$ cat src/rtl/reset_seq_pkg.sv
// reset_seq_pkg
// Shared definitions for the reset sequencer: FSM state encoding,
// the bit positions of the sticky reset-cause register and a small
// elaboration-time helper.
package reset_seq_pkg;

  // Sequencer states (2-bit encoding).
  typedef enum logic [1:0] {
    HOLD    = 2'd0,
    STAGGER = 2'd1,
    RUN     = 2'd2
  } state_t;

  // Bit positions inside rst_cause.
  localparam int CAUSE_POR = 0;
  localparam int CAUSE_SW  = 1;
  localparam int CAUSE_WDT = 2;
  localparam int CAUSE_EXT = 3;

  // Larger of two integers; sizes the shared hold/stagger counter.
  function automatic int max_int(input int a, input int b);
    return (a > b) ? a : b;
  endfunction

endpackage

$ cat src/rtl/sync_ff.sv
// sync_ff
// Multi-stage flop synchronizer for an asynchronous single-bit input.
// Ports:
//   clk - destination clock
//   rst - asynchronous active-high reset, clears every stage to 0
//   d   - asynchronous input
//   q   - synchronized output (last stage)
module sync_ff #(
  parameter int STAGES = 2
) (
  input  logic clk,
  input  logic rst,
  input  logic d,
  output logic q
);

  logic [STAGES-1:0] sync_q;
  logic [STAGES-1:0] sync_d;

  // Shift the input one stage further each clock.
  always_comb begin
    sync_d = {sync_q[STAGES-2:0], d};
  end

  // Synchronizer flops.
  always_ff @(posedge clk or posedge rst) begin
    if (rst) begin
      sync_q <= '0;
    end else begin
      sync_q <= sync_d;
    end
  end

  assign q = sync_q[STAGES-1];

endmodule

$ cat src/rtl/reset_seq.sv
// reset_seq
// Reset sequencer. Merges power-on reset with firmware, watchdog and
// external-pin reset requests and produces two staged active-low domain
// resets: peripherals are released first, the CPU STAGGER_CYCLES later.
// A sticky cause register records what triggered the last reset.
// Ports:
//   clk          - system clock
//   rst          - power-on reset, asynchronous, active-high
//   sw_rst_req   - firmware reset request (synchronous, level)
//   wdt_rst_req  - watchdog expiry (synchronous, level)
//   ext_rst_req  - external reset request (asynchronous, active-high)
//   cause_clr    - clears rst_cause, honoured only in RUN
//   periph_rst_n - peripheral domain reset, active-low, registered
//   cpu_rst_n    - CPU domain reset, active-low, registered
//   rst_busy     - high whenever the sequencer is not in RUN
//   rst_cause    - sticky cause {EXT, WDT, SW, POR}
module reset_seq
  import reset_seq_pkg::*;
#(
  parameter int HOLD_CYCLES    = 64,
  parameter int STAGGER_CYCLES = 16,
  parameter int SYNC_STAGES    = 2
) (
  input  logic       clk,
  input  logic       rst,
  input  logic       sw_rst_req,
  input  logic       wdt_rst_req,
  input  logic       ext_rst_req,
  input  logic       cause_clr,
  output logic       periph_rst_n,
  output logic       cpu_rst_n,
  output logic       rst_busy,
  output logic [3:0] rst_cause
);

  localparam int CTR_W = $clog2(max_int(HOLD_CYCLES, STAGGER_CYCLES));
  localparam logic [CTR_W-1:0] HOLD_LAST    = CTR_W'(HOLD_CYCLES - 1);
  localparam logic [CTR_W-1:0] STAGGER_LAST = CTR_W'(STAGGER_CYCLES - 1);

  state_t           state_q, state_d;
  logic [CTR_W-1:0] ctr_q, ctr_d;
  logic             periph_q, periph_d;
  logic             cpu_q, cpu_d;
  logic             busy_q, busy_d;
  logic [3:0]       cause_q, cause_d;

  logic       ext_sync;
  logic [3:0] req_bits;
  logic       req;

  sync_ff #(.STAGES(SYNC_STAGES)) u_ext_sync (
    .clk (clk),
    .rst (rst),
    .d   (ext_rst_req),
    .q   (ext_sync)
  );

  // Request vector laid out to match rst_cause; the POR bit is never a request.
  always_comb begin
    req_bits            = 4'b0000;
    req_bits[CAUSE_SW]  = sw_rst_req;
    req_bits[CAUSE_WDT] = wdt_rst_req;
    req_bits[CAUSE_EXT] = ext_sync;
    req                 = |req_bits;
  end

  // Next-state logic: a request always restarts HOLD, ahead of any terminal count.
  always_comb begin
    state_d  = state_q;
    ctr_d    = ctr_q;
    periph_d = periph_q;
    cpu_d    = cpu_q;
    cause_d  = cause_q;
    if (req) begin
      state_d  = HOLD;
      ctr_d    = '0;
      periph_d = 1'b0;
      cpu_d    = 1'b0;
      // A fresh event from RUN replaces the record; a restart accumulates.
      if (state_q == RUN) begin
        cause_d = req_bits;
      end else begin
        cause_d = cause_q | req_bits;
      end
    end else begin
      case (state_q)
        HOLD: begin
          if (ctr_q == HOLD_LAST) begin
            state_d  = STAGGER;
            ctr_d    = '0;
            periph_d = 1'b1;
          end else begin
            ctr_d = ctr_q + CTR_W'(1);
          end
        end
        STAGGER: begin
          if (ctr_q == STAGGER_LAST) begin
            state_d = RUN;
            ctr_d   = '0;
            cpu_d   = 1'b1;
          end else begin
            ctr_d = ctr_q + CTR_W'(1);
          end
        end
        RUN: begin
          if (cause_clr) begin
            cause_d = 4'b0000;
          end else begin
            cause_d = cause_q;
          end
        end
        default: begin
          state_d  = HOLD;
          ctr_d    = '0;
          periph_d = 1'b0;
          cpu_d    = 1'b0;
        end
      endcase
    end
    // Busy is registered from the next state so it falls with cpu_rst_n.
    busy_d = (state_d != RUN);
  end

  // Sequencer state and output registers.
  always_ff @(posedge clk or posedge rst) begin
    if (rst) begin
      state_q  <= HOLD;
      ctr_q    <= '0;
      periph_q <= 1'b0;
      cpu_q    <= 1'b0;
      busy_q   <= 1'b1;
      cause_q  <= 4'b0001;
    end else begin
      state_q  <= state_d;
      ctr_q    <= ctr_d;
      periph_q <= periph_d;
      cpu_q    <= cpu_d;
      busy_q   <= busy_d;
      cause_q  <= cause_d;
    end
  end

  assign periph_rst_n = periph_q;
  assign cpu_rst_n    = cpu_q;
  assign rst_busy     = busy_q;
  assign rst_cause    = cause_q;

endmodule

$ cat config.mk
export PLATFORM = sky130hd
export DESIGN_NAME = reset_seq
export DESIGN_NICKNAME = d
export VERILOG_FILES = /design/src/rtl/reset_seq_pkg.sv /design/src/rtl/sync_ff.sv /design/src/rtl/reset_seq.sv
export SDC_FILE = /design/constraint.sdc
export NUM_CORES = 1
export LEC_CHECK = 0
export CELL_PAD_IN_SITES_DETAIL_PLACEMENT = 1
export CELL_PAD_IN_SITES_GLOBAL_PLACEMENT = 2
export CORE_MARGIN = 3
export CORE_UTILIZATION = 32
export DETAILED_ROUTE_END_ITERATION = 12
export GPL_TIMING_DRIVEN = 0
export PLACE_DENSITY_LB_ADDON = 0.05
export SETUP_SLACK_MARGIN = 0.15
export SLEW_MARGIN = 20
export SYNTH_ARGS = -nofsm -noshare
export SYNTH_HDL_FRONTEND = slang
export SYNTH_SLANG_ARGS = --single-unit
$ cat constraint.sdc
create_clock -name clk -period 1.89 [get_ports clk]
set_clock_uncertainty 0.1 [all_clocks]
set_input_delay 0.2835 -clock clk [delete_from_list [all_inputs] [get_ports clk]]
set_output_delay 0.2835 -clock clk [all_outputs]
set_load 0.005 [all_outputs]
==> results_dict.tcl, run 1 <==
set metrics [dict create \
    hold_class "primary input to async pin" \
    gr-usage-all-layers_pct 15.1 \
    finalInstanceArea_um2 1210 \
    cts_buffers 3 \
    gp_congestion 0.750 \
    drive_above_1_share_pct 33.9 \
    antenna_found_initial 0 \
    grt_pass1_vias 766 \
    r2r_slack_ns 0.15 \
    p_per_area_nw_per_um2 500 \
    fin_crit_sh_pct 92.3 \
    worst_pin_slew_ns 0.805 \
    end_kind "flop" \
    root_buffer "clkbuf_4" \
    clkPwrFrac_pct 32.7 \
    clock_latency_ns 0.29 \
    setup_violations 0 \
    dr.pass1.iters 4 \
    synth_area_um2 838 \
    slowest_delay_ns 0.43 \
    crit_buf_inv 0 \
    combPwrFrac_pct 6.1 \
    ir_worst_vdd_mv 0.544 \
    fin_cells 137 \
    holdWs_ns 0.267 \
    p_int_mw 0.464 \
    portBuffers 12 \
    final.min_clock_period_ns 1.74 \
    synth_area_per_cell_um2 10.5 \
    synth_cell_types 31 \
    p_sw_mw 0.139 \
    die_h_um 57.2 \
    via_per_inst 5.19 \
    ff2ff_path_depth 6 \
    dieArea_um2 3270 \
    status "complete, no violations" \
    path_class "flop to flop" \
    arrival_ns 1.89 \
    max-clock-path-buffers 2 \
    crit_family "simple AND/OR/NAND/NOR gates" \
    cts_tree "done" \
    hold_viol_final 0 \
    timing.rr.end "rst_busy" \
    cp-endpoint "rst_busy" \
    fin_nets 122 \
    crit_required_ns 2.03 \
    yosys_warnings 0 \
    critPathMaxFanout 5 \
    nFillCells 261 \
    clock_sinks 17 \
    netlist_instances 80 \
    crit_chain "ha_4 > nand3_4 > or2_2 > a311oi_1 > nor4_2 > nand2_1" \
    routed_wl_mm 2.23 \
    slowest_stage "dfrtp_1" \
    rsz0062_at_grt "true" \
    core_um2 2340 \
    finalWorstSetupSlack_ns 0.146 \
    relSlewSlack_pct 45.9 \
    drv_slew 0 \
    io_pins 13 \
    power_frac_seq_pct 61.2 \
    drc 0 \
    synth-seq-cells 17 \
    max-cap-violations 0 \
    placed_cells 120 \
    syn_nets 92 \
    area_growth_pct 44.0 \
    cp-start-kind "flop" \
    grt_overflow_total 0 \
    fmax_mhz 573 \
    dp_hpwl_mm 1.47 \
    grt_pass1_wl_mm 3.82 \
    yosysSeqAreaShare_pct 51.0 \
    rows 17 \
    diodes 0 \
    reg2reg_from "ctr_q[1]" \
    drt-initial-drc-count 10 \
    post-place-ws_ns -0.138 \
    clk_pin_slew_ns 0.10 \
    wl_per_cell_um 16.3 \
    grt_max_degree 18 \
    vias 711 \
    path_depth 6 \
    drtAntennaViolNets 0 \
    switching_share_pct 23.1 \
    dpl-instance-area_um2 993 \
    leakagePower_nw 0.511 \
    critPathLaunch "ctr_q[1]" \
    htreeDepth 1 \
    start_util_pct 35.8 \
    die_w_um 57.2 \
]
## layout make-up
type                    count  area [µm²]  share of cell area (%)
well taps                  28        35.0                    2.90
flip-flops and latches     17         428                    35.4
repair buffers             25         223                    18.4
plain buffers               2        15.0                    1.24
clock inverters             1        5.00                   0.415
multi-input cells          58         468                    38.8
clock buffers               3        22.5                    1.87
inverters                   3        11.3                   0.933
## layout by cell type (no fill, tap or decap), types with 3 or more instances in the layout
master           count
clkbuf_4             4
o21ai_0              3
dfrtp_1             15
nand3_1              3
clkdlybuf4s50_1     10
nor3_1               4
a21o_1               3
nand2_1              5
nor2_1               8
ha_4                 3
ha_1                 3
a21oi_1              3
buf_4               14
## worst min path at each step
| stage | slack (ns) | to | from |
|---|---|---|---|
| floorplan | 0.11 | cpu_rst_n | rst |
| global placement | 0.23 | u_ext_sync.sync_q[1] | u_ext_sync.sync_q[0] |
| detailed placement | 0.24 | u_ext_sync.sync_q[1] | u_ext_sync.sync_q[0] |
| CTS | 0.27 | u_ext_sync.sync_q[1] | u_ext_sync.sync_q[0] |
| global route | 0.27 | u_ext_sync.sync_q[1] | u_ext_sync.sync_q[0] |
| finish | 0.27 | rst_cause[3] | rst |
## metal layers
layer	vias up	track usage (%)	share of wire [%]
met2	11	24.8	52
met1	355	19.1	43
met3	2	5.66	3.8
met4	0	2.65	0.63
li1	343	-	-
met5	-	0	0
## repair_timing
item / 4_1_cts / 5_1_grt
hold buffers: 0 / 0
resized for setup: 11 / 12
endpoints found under the setup margin: 11 / 14
buffers inserted: 6 / 7
pin swaps: 2 / 1
## per-stage QoR
stage | power (mW) | TNS (ns) | utilization (%)
after floorplan | 0.388 | 0 | -
after global placement | 0.404 | -0.414 | 42.5
after detailed placement | 0.405 | -0.462 | 42.5
after CTS | 0.609 | 0 | 48.1
after global routing | 0.638 | 0 | 51.6
final | 0.604 | 0 | 51.6
## synth_stat cells
cell type	instances	area share (%)
dfrtp_1	15	45
nor2_1	8	3.6
ha_1	6	9.0
nand2_1	5	2.2
o21ai_0	5	3.0
a21oi_1	4	2.4
nor3_1	4	2.4
a21o_1	3	2.7
inv_1	3	1.3
nand3_1	3	1.8
and3_1	2	1.5
dfstp_2	2	6.3
nand2b_1	2	1.5
a211o_1	1	1.0
a22oi_1	1	0.90
a311o_1	1	1.2
a311oi_1	1	1.0
a31o_2	1	1.0
and2_1	1	0.75
buf_2	1	0.60
clkbuf_1	1	0.45
nand3_2	1	1.2
nor3_2	1	1.2
nor3b_1	1	0.90
nor4_1	1	0.75
o221a_2	1	1.3
o31ai_2	1	1.5
or2_2	1	0.75
or3_1	1	0.75
or4b_2	1	1.2
xor2_1	1	1.0
## state kept, by name, summed over array words and instances, names as in the netlist
register,count
u_ext_sync.sync_q,2
cpu_rst_n,1
rst_busy,1
state_q,2
ctr_q,6
rst_cause,4
periph_rst_n,1
## cells by family after synthesis
kind of cell	after synthesis	share of synthesized area [%]
simple gates	32	20.4
compound gates	19	16.1
flops	17	51.0
fa+ha+maj	6	8.95
buf+inv	5	2.39
xor+xnor	1	1.04
## power by group through the flow
stage	Combinational [mW]	Sequential [mW]	Clock, mW
after detailed placement	0.0292	0.376	0
after global placement	0.0286	0.376	0
after CTS	0.0326	0.369	0.207
after global routing	0.0410	0.370	0.227
final	0.0369	0.369	0.198
after floorplan	0.0122	0.375	0
Power figures use the tool's default switching activity.
==> run 2, diff against run 1 <==
--- a/config.mk
+++ b/config.mk
@@ -11,7 +11,7 @@
 export CORE_UTILIZATION = 32
 export DETAILED_ROUTE_END_ITERATION = 12
 export GPL_TIMING_DRIVEN = 0
-export PLACE_DENSITY_LB_ADDON = 0.05
+export PLACE_DENSITY_LB_ADDON = 0.1
 export SETUP_SLACK_MARGIN = 0.15
 export SLEW_MARGIN = 20
 export SYNTH_ARGS = -nofsm -noshare
==> run 2 against run 1 <==
  * Register-to-register slack better by 0.04 ns
  * Die area unchanged
  * Critical endpoint is now ctr_q[2]
  * Utilization is 0.053 points higher
  * Clock-buffer cell count is 1 higher
  * Design area increased by 0.10%
  * Clock power barely moved
==> results_dict.tcl, run 2 (synthesis gave the netlist of run 1 again) <==
set metrics [dict create \
    diodes 0 \
    switching_share_pct 22.5 \
    clock_sinks 17 \
    end_kind "flop" \
    reg2reg_from "state_q[1]" \
    hold_class "flop to flop" \
    via_per_inst 5.39 \
    clock_latency_ns 0.29 \
    cts_buffers 3 \
    area_growth_pct 44.2 \
    grt_overflow_total 0 \
    routed.top_layer "met4" \
    leakagePower_nw 0.495 \
    htreeDepth 1 \
    setup_violations 0 \
    mostFrequentLayoutCells "dfrtp_1 (13), buf_4 (12), clkdlybuf4s50_1 (11)" \
    drc 0 \
    grt_pass1_wl_mm 3.62 \
    wl_met1_um 925 \
    combPwrFrac_pct 5.9 \
    timing.rr.end "ctr_q[2]" \
    grt_pass1_vias 783 \
    crit_buf_inv 1 \
    drv_slew 0 \
    cts_tree "done" \
    dieArea_um2 3270 \
    p_sw_mw 0.135 \
    worst_pin_slew_ns 0.696 \
    placed_cells 120 \
    fmax_mhz 587 \
    gp_congestion 0.679 \
    die_w_um 57.2 \
    clk_pin_slew_ns 0.11 \
    cts_hold_buf 0 \
    dp_hpwl_mm 1.41 \
    cp-start-kind "flop" \
    final.min_clock_period_ns 1.70 \
    drtAntennaViolNets 0 \
    finalWorstSetupSlack_ns 0.185 \
    regMostFlops "ctr_q" \
    wl_per_cell_um 16.0 \
    start_util_pct 35.8 \
    slowest_delay_ns 0.62 \
    worstHoldStart "u_ext_sync.sync_q[0]" \
    fin_cells 135 \
    hold_depth 0 \
    path_class "flop to flop" \
    crit_required_ns 2.03 \
    routed_wl_mm 2.16 \
    p_per_area_nw_per_um2 498 \
    max-clock-path-buffers 2 \
    final_common_cell "dfrtp_1" \
    ff2ff_path_depth 5 \
    portBuffers 12 \
    min_to "u_ext_sync.sync_q[1]" \
    total_power_mw 0.602 \
    ir_worst_vdd_mv 0.324 \
    rows 17 \
    io_pins 13 \
    vias 728 \
    fin_crit_sh_pct 90.2 \
    crit_chain "inv_4 > ha_4 > nor2_1 > or4b_2 > a21oi_2" \
    crit_family "simple AND/OR/NAND/NOR gates" \
    antenna_found_initial 0 \
    rsz0062_at_grt "true" \
    post-place-ws_ns -0.141 \
    gr-usage-all-layers_pct 14.2 \
    critPathLaunch "state_q[1]" \
    max-cap-violations 0 \
    setup_tns_ns 0 \
    largest_reg_flops 6 \
    clkPwrFrac_pct 32.8 \
    p_int_mw 0.467 \
    status "complete, no violations" \
    met2_wirelength_mm 1.15 \
    relSlewSlack_pct 53.2 \
    dr.pass1.iters 4 \
    core_um2 2340 \
    die_h_um 57.2 \
    hold_viol_final 0 \
    slowest_stage "or4b_2" \
    drt-initial-drc-count 4 \
    arrival_ns 1.84 \
    r2r_slack_ns 0.19 \
    power_frac_seq_pct 61.3 \
    critPathMaxFanout 5 \
    fin_nets 120 \
    routed-wl-met3_um 60 \
    grt_max_degree 18 \
    root_buffer "clkbuf_4" \
    drive_above_1_share_pct 37.4 \
]
[run 2: how the worst max path moves through the flow]
stage,end,depth (start not counted)
floorplan,ctr_q[2],5
detailed placement,ctr_q[5],6
CTS,ctr_q[2],5
global route,rst_busy,7
global placement,ctr_q[5],6
finish,ctr_q[2],5
[run 2: final cells by class]
class	instances	area (µm²)
well taps	28	35.0
inverters	3	13.8
clock buffers	4	26.3
repair buffers	23	205
plain buffers	2	15.0
multi-input cells	58	483
fillers	272	1130
flip-flops and latches	17	430
[run 2: timing repair]
action	in CTS	in global routing
endpoints found under the setup margin	11	11
pin swaps	4	7
gates resized for setup	16	14
setup buffers	9	2
[run 2: through the flow]
step	cell area [µm²]	hold slack (ns)	util, %
2_1_floorplan	838	0.108	-
3_3_place_gp	993	0.235	42.5
3_5_place_dp	993	0.236	42.5
4_1_cts	1160	0.260	49.6
5_1_grt	1210	0.272	51.7
6_report	1210	0.255	51.7
[run 2: power groups by stage]
stage / logic, mW / registers [mW] / clock network [mW]
final: 0.0355 / 0.369 / 0.197
after global routing: 0.0398 / 0.370 / 0.223
after CTS: 0.0324 / 0.369 / 0.211
after detailed placement: 0.0292 / 0.376 / 0
after global placement: 0.0283 / 0.376 / 0
after floorplan: 0.0122 / 0.375 / 0
[run 2: layer usage]
metal / GRT usage [%] / vias up
met3: 4.07 / 4
met5: 0 / -
met1: 17.1 / 371
li1: - / 342
met4: 4.64 / 0
met2: 24.5 / 11
[run 2: worst reg2reg max path: cells and delay by family, from the launching register on]
family,cells,cell delay [ns]
and+or+nand+nor,2,0.69
DFF,1,0.48
AOI/OAI and AO/OA,1,0.13
buffers and inverters,1,0.10
adders and majority gates,1,0.15
==> run 3, diff against run 2 <==
--- a/config.mk
+++ b/config.mk
@@ -8,7 +8,7 @@
 export CELL_PAD_IN_SITES_DETAIL_PLACEMENT = 1
 export CELL_PAD_IN_SITES_GLOBAL_PLACEMENT = 2
 export CORE_MARGIN = 3
-export CORE_UTILIZATION = 32
+export CORE_UTILIZATION = 35
 export DETAILED_ROUTE_END_ITERATION = 12
 export GPL_TIMING_DRIVEN = 0
 export PLACE_DENSITY_LB_ADDON = 0.1
==> constraint.sdc (replaced) <==
create_clock -name clk -period 2 [get_ports clk]
set_clock_uncertainty 0.1 [all_clocks]
set_input_delay 0.3 -clock clk [delete_from_list [all_inputs] [get_ports clk]]
set_output_delay 0.3 -clock clk [all_outputs]
set_load 0.005 [all_outputs]
==> run 3 against run 2 <==
  * Die area down 7.7%
  * Critical path type is now primary input to flop
  * Combinational power down 10%
  * Final cell count down 5.2%
  * Critical endpoint is now ctr_q[3]
  * Utilization down 1.3 points
  * Flip-flop and latch count unchanged
==> results_dict.tcl, run 3 (synthesis gave the netlist of run 1 again) <==
set metrics [dict create \
    cts_hold_buf 0 \
    mostFrequentLayoutCells "dfrtp_1 (13), clkdlybuf4s50_1 (12), nor2_1 (8)" \
    fin_cells 128 \
    crit_buf_inv 3 \
    fin_crit_sh_pct 90.4 \
    cts_tree "done" \
    max-clock-path-buffers 2 \
    arrival_ns 1.94 \
    fin_nets 113 \
    drt-initial-drc-count 3 \
    status "complete, no violations" \
    placed_cells 120 \
    p_per_area_nw_per_um2 503 \
    drive_above_1_share_pct 27.0 \
    r2r_slack_ns 0.23 \
    portBuffers 12 \
    clk_pin_slew_ns 0.09 \
    diodes 0 \
    path_class "primary input to flop" \
    gp_congestion 0.757 \
    largest_reg_flops 6 \
    crit_required_ns 2.13 \
    vias 681 \
    wl_per_cell_um 15.5 \
    drc 0 \
    dp_hpwl_mm 1.37 \
    clock_sinks 17 \
    drtAntennaViolNets 0 \
    drv_slew 0 \
    ff2ff_path_depth 6 \
    clock_latency_ns 0.29 \
    fmax_mhz 553 \
    cp-start-kind "primary input" \
    relSlewSlack_pct 49.7 \
    rsz0062_at_grt "true" \
    crit_family "buffers and inverters" \
    grt_pass1_wl_mm 3.25 \
    leakagePower_nw 0.443 \
    crit_chain "clkdlybuf4s50_1 > or3_1 > buf_6 > a211o_1 > buf_4 > a21oi_1 > a31o_2" \
    io_pins 13 \
    grt_max_degree 18 \
    root_buffer "clkbuf_4" \
    setup_tns_ns 0 \
    regMostFlops "ctr_q" \
    antenna_found_initial 0 \
    core_um2 2230 \
    final_common_cell "dfrtp_1" \
    reg2reg_from "u_ext_sync.sync_q[1]" \
    slowest_delay_ns 0.44 \
    start_util_pct 37.5 \
    critPathMaxFanout 8 \
    ir_worst_vdd_mv 0.306 \
    end_kind "flop" \
    die_w_um 54.9 \
    worst_pin_slew_ns 0.748 \
    grt_overflow_total 0 \
    slowest_stage "clkdlybuf4s50_1" \
    worstHoldStart "u_ext_sync.sync_q[0]" \
    die_h_um 54.9 \
    hold_viol_final 0 \
    min_to "u_ext_sync.sync_q[1]" \
    via_per_inst 5.32 \
    max-cap-violations 0 \
    dr.pass1.iters 4 \
    gr-usage-all-layers_pct 15.5 \
    area_growth_pct 34.2 \
    hold_depth 0 \
    cts_buffers 3 \
    routed_wl_mm 1.99 \
    grt_pass1_vias 725 \
    total_power_mw 0.566 \
    htreeDepth 1 \
    timing.rr.end "ctr_q[3]" \
    post-route-util_pct 50.4 \
    dieArea_um2 3020 \
    setup_violations 0 \
    hold_class "flop to flop" \
    rows 17 \
    final.min_clock_period_ns 1.81 \
]
-- run 3: final cells by class --
type | instances | area [µm²]
Timing Repair Buffer | 16 | 150
Multi-Input combinational cell | 58 | 455
Clock buffer | 4 | 26.3
Sequential cell | 17 | 430
Buffer | 2 | 16.3
Tap cell | 28 | 35.0
Inverter | 3 | 11.3
Fill cell | 252 | 1110
-- run 3: power by group --
group | total (mW) | internal (mW) | switching (mW)
sequential | 0.349 | 0.347 | 0.00224
combinational | 0.0319 | 0.0159 | 0.0160
clock | 0.185 | 0.0775 | 0.108
total | 0.566 | 0.440 | 0.126
-- run 3: routing by layer --
layer,wire [µm],GRT usage [%],up-vias,part of all wire [%]
met2,979,27.4,10,49
met5,0,0,-,0
li1,-,-,325,-
met4,36,7.29,0,1.8
met1,896,17.3,342,45
met3,75,3.75,4,3.8
-- run 3: per-stage QoR --
step	hold WS [ns]	cell area (µm²)	worst slack, ns
after global placement	0.233	993	-0.0240
final	0.264	1120	0.191
after detailed placement	0.253	993	-0.0714
after CTS	0.268	1040	0.161
after global routing	0.271	1120	0.125
after floorplan	0.125	838	0.308
-- run 3: repair_timing --
item,CTS,global route
pin swaps,1,1
hold endpoints to repair,0,0
setup buffers,2,2
setup endpoints to repair,7,6
resized for setup,3,16
-- run 3: worst max-delay path by stage --
stage               endpoint  cells after the start        from  slack (ns)
detailed placement  ctr_q[5]                      6  sw_rst_req       -0.07
finish              ctr_q[3]                      7  sw_rst_req        0.19
CTS                 ctr_q[5]                      6    ctr_q[1]        0.16
global placement    ctr_q[5]                      6  sw_rst_req       -0.02
global route        ctr_q[5]                      6    ctr_q[0]        0.12
floorplan           ctr_q[2]                      5  state_q[0]        0.31
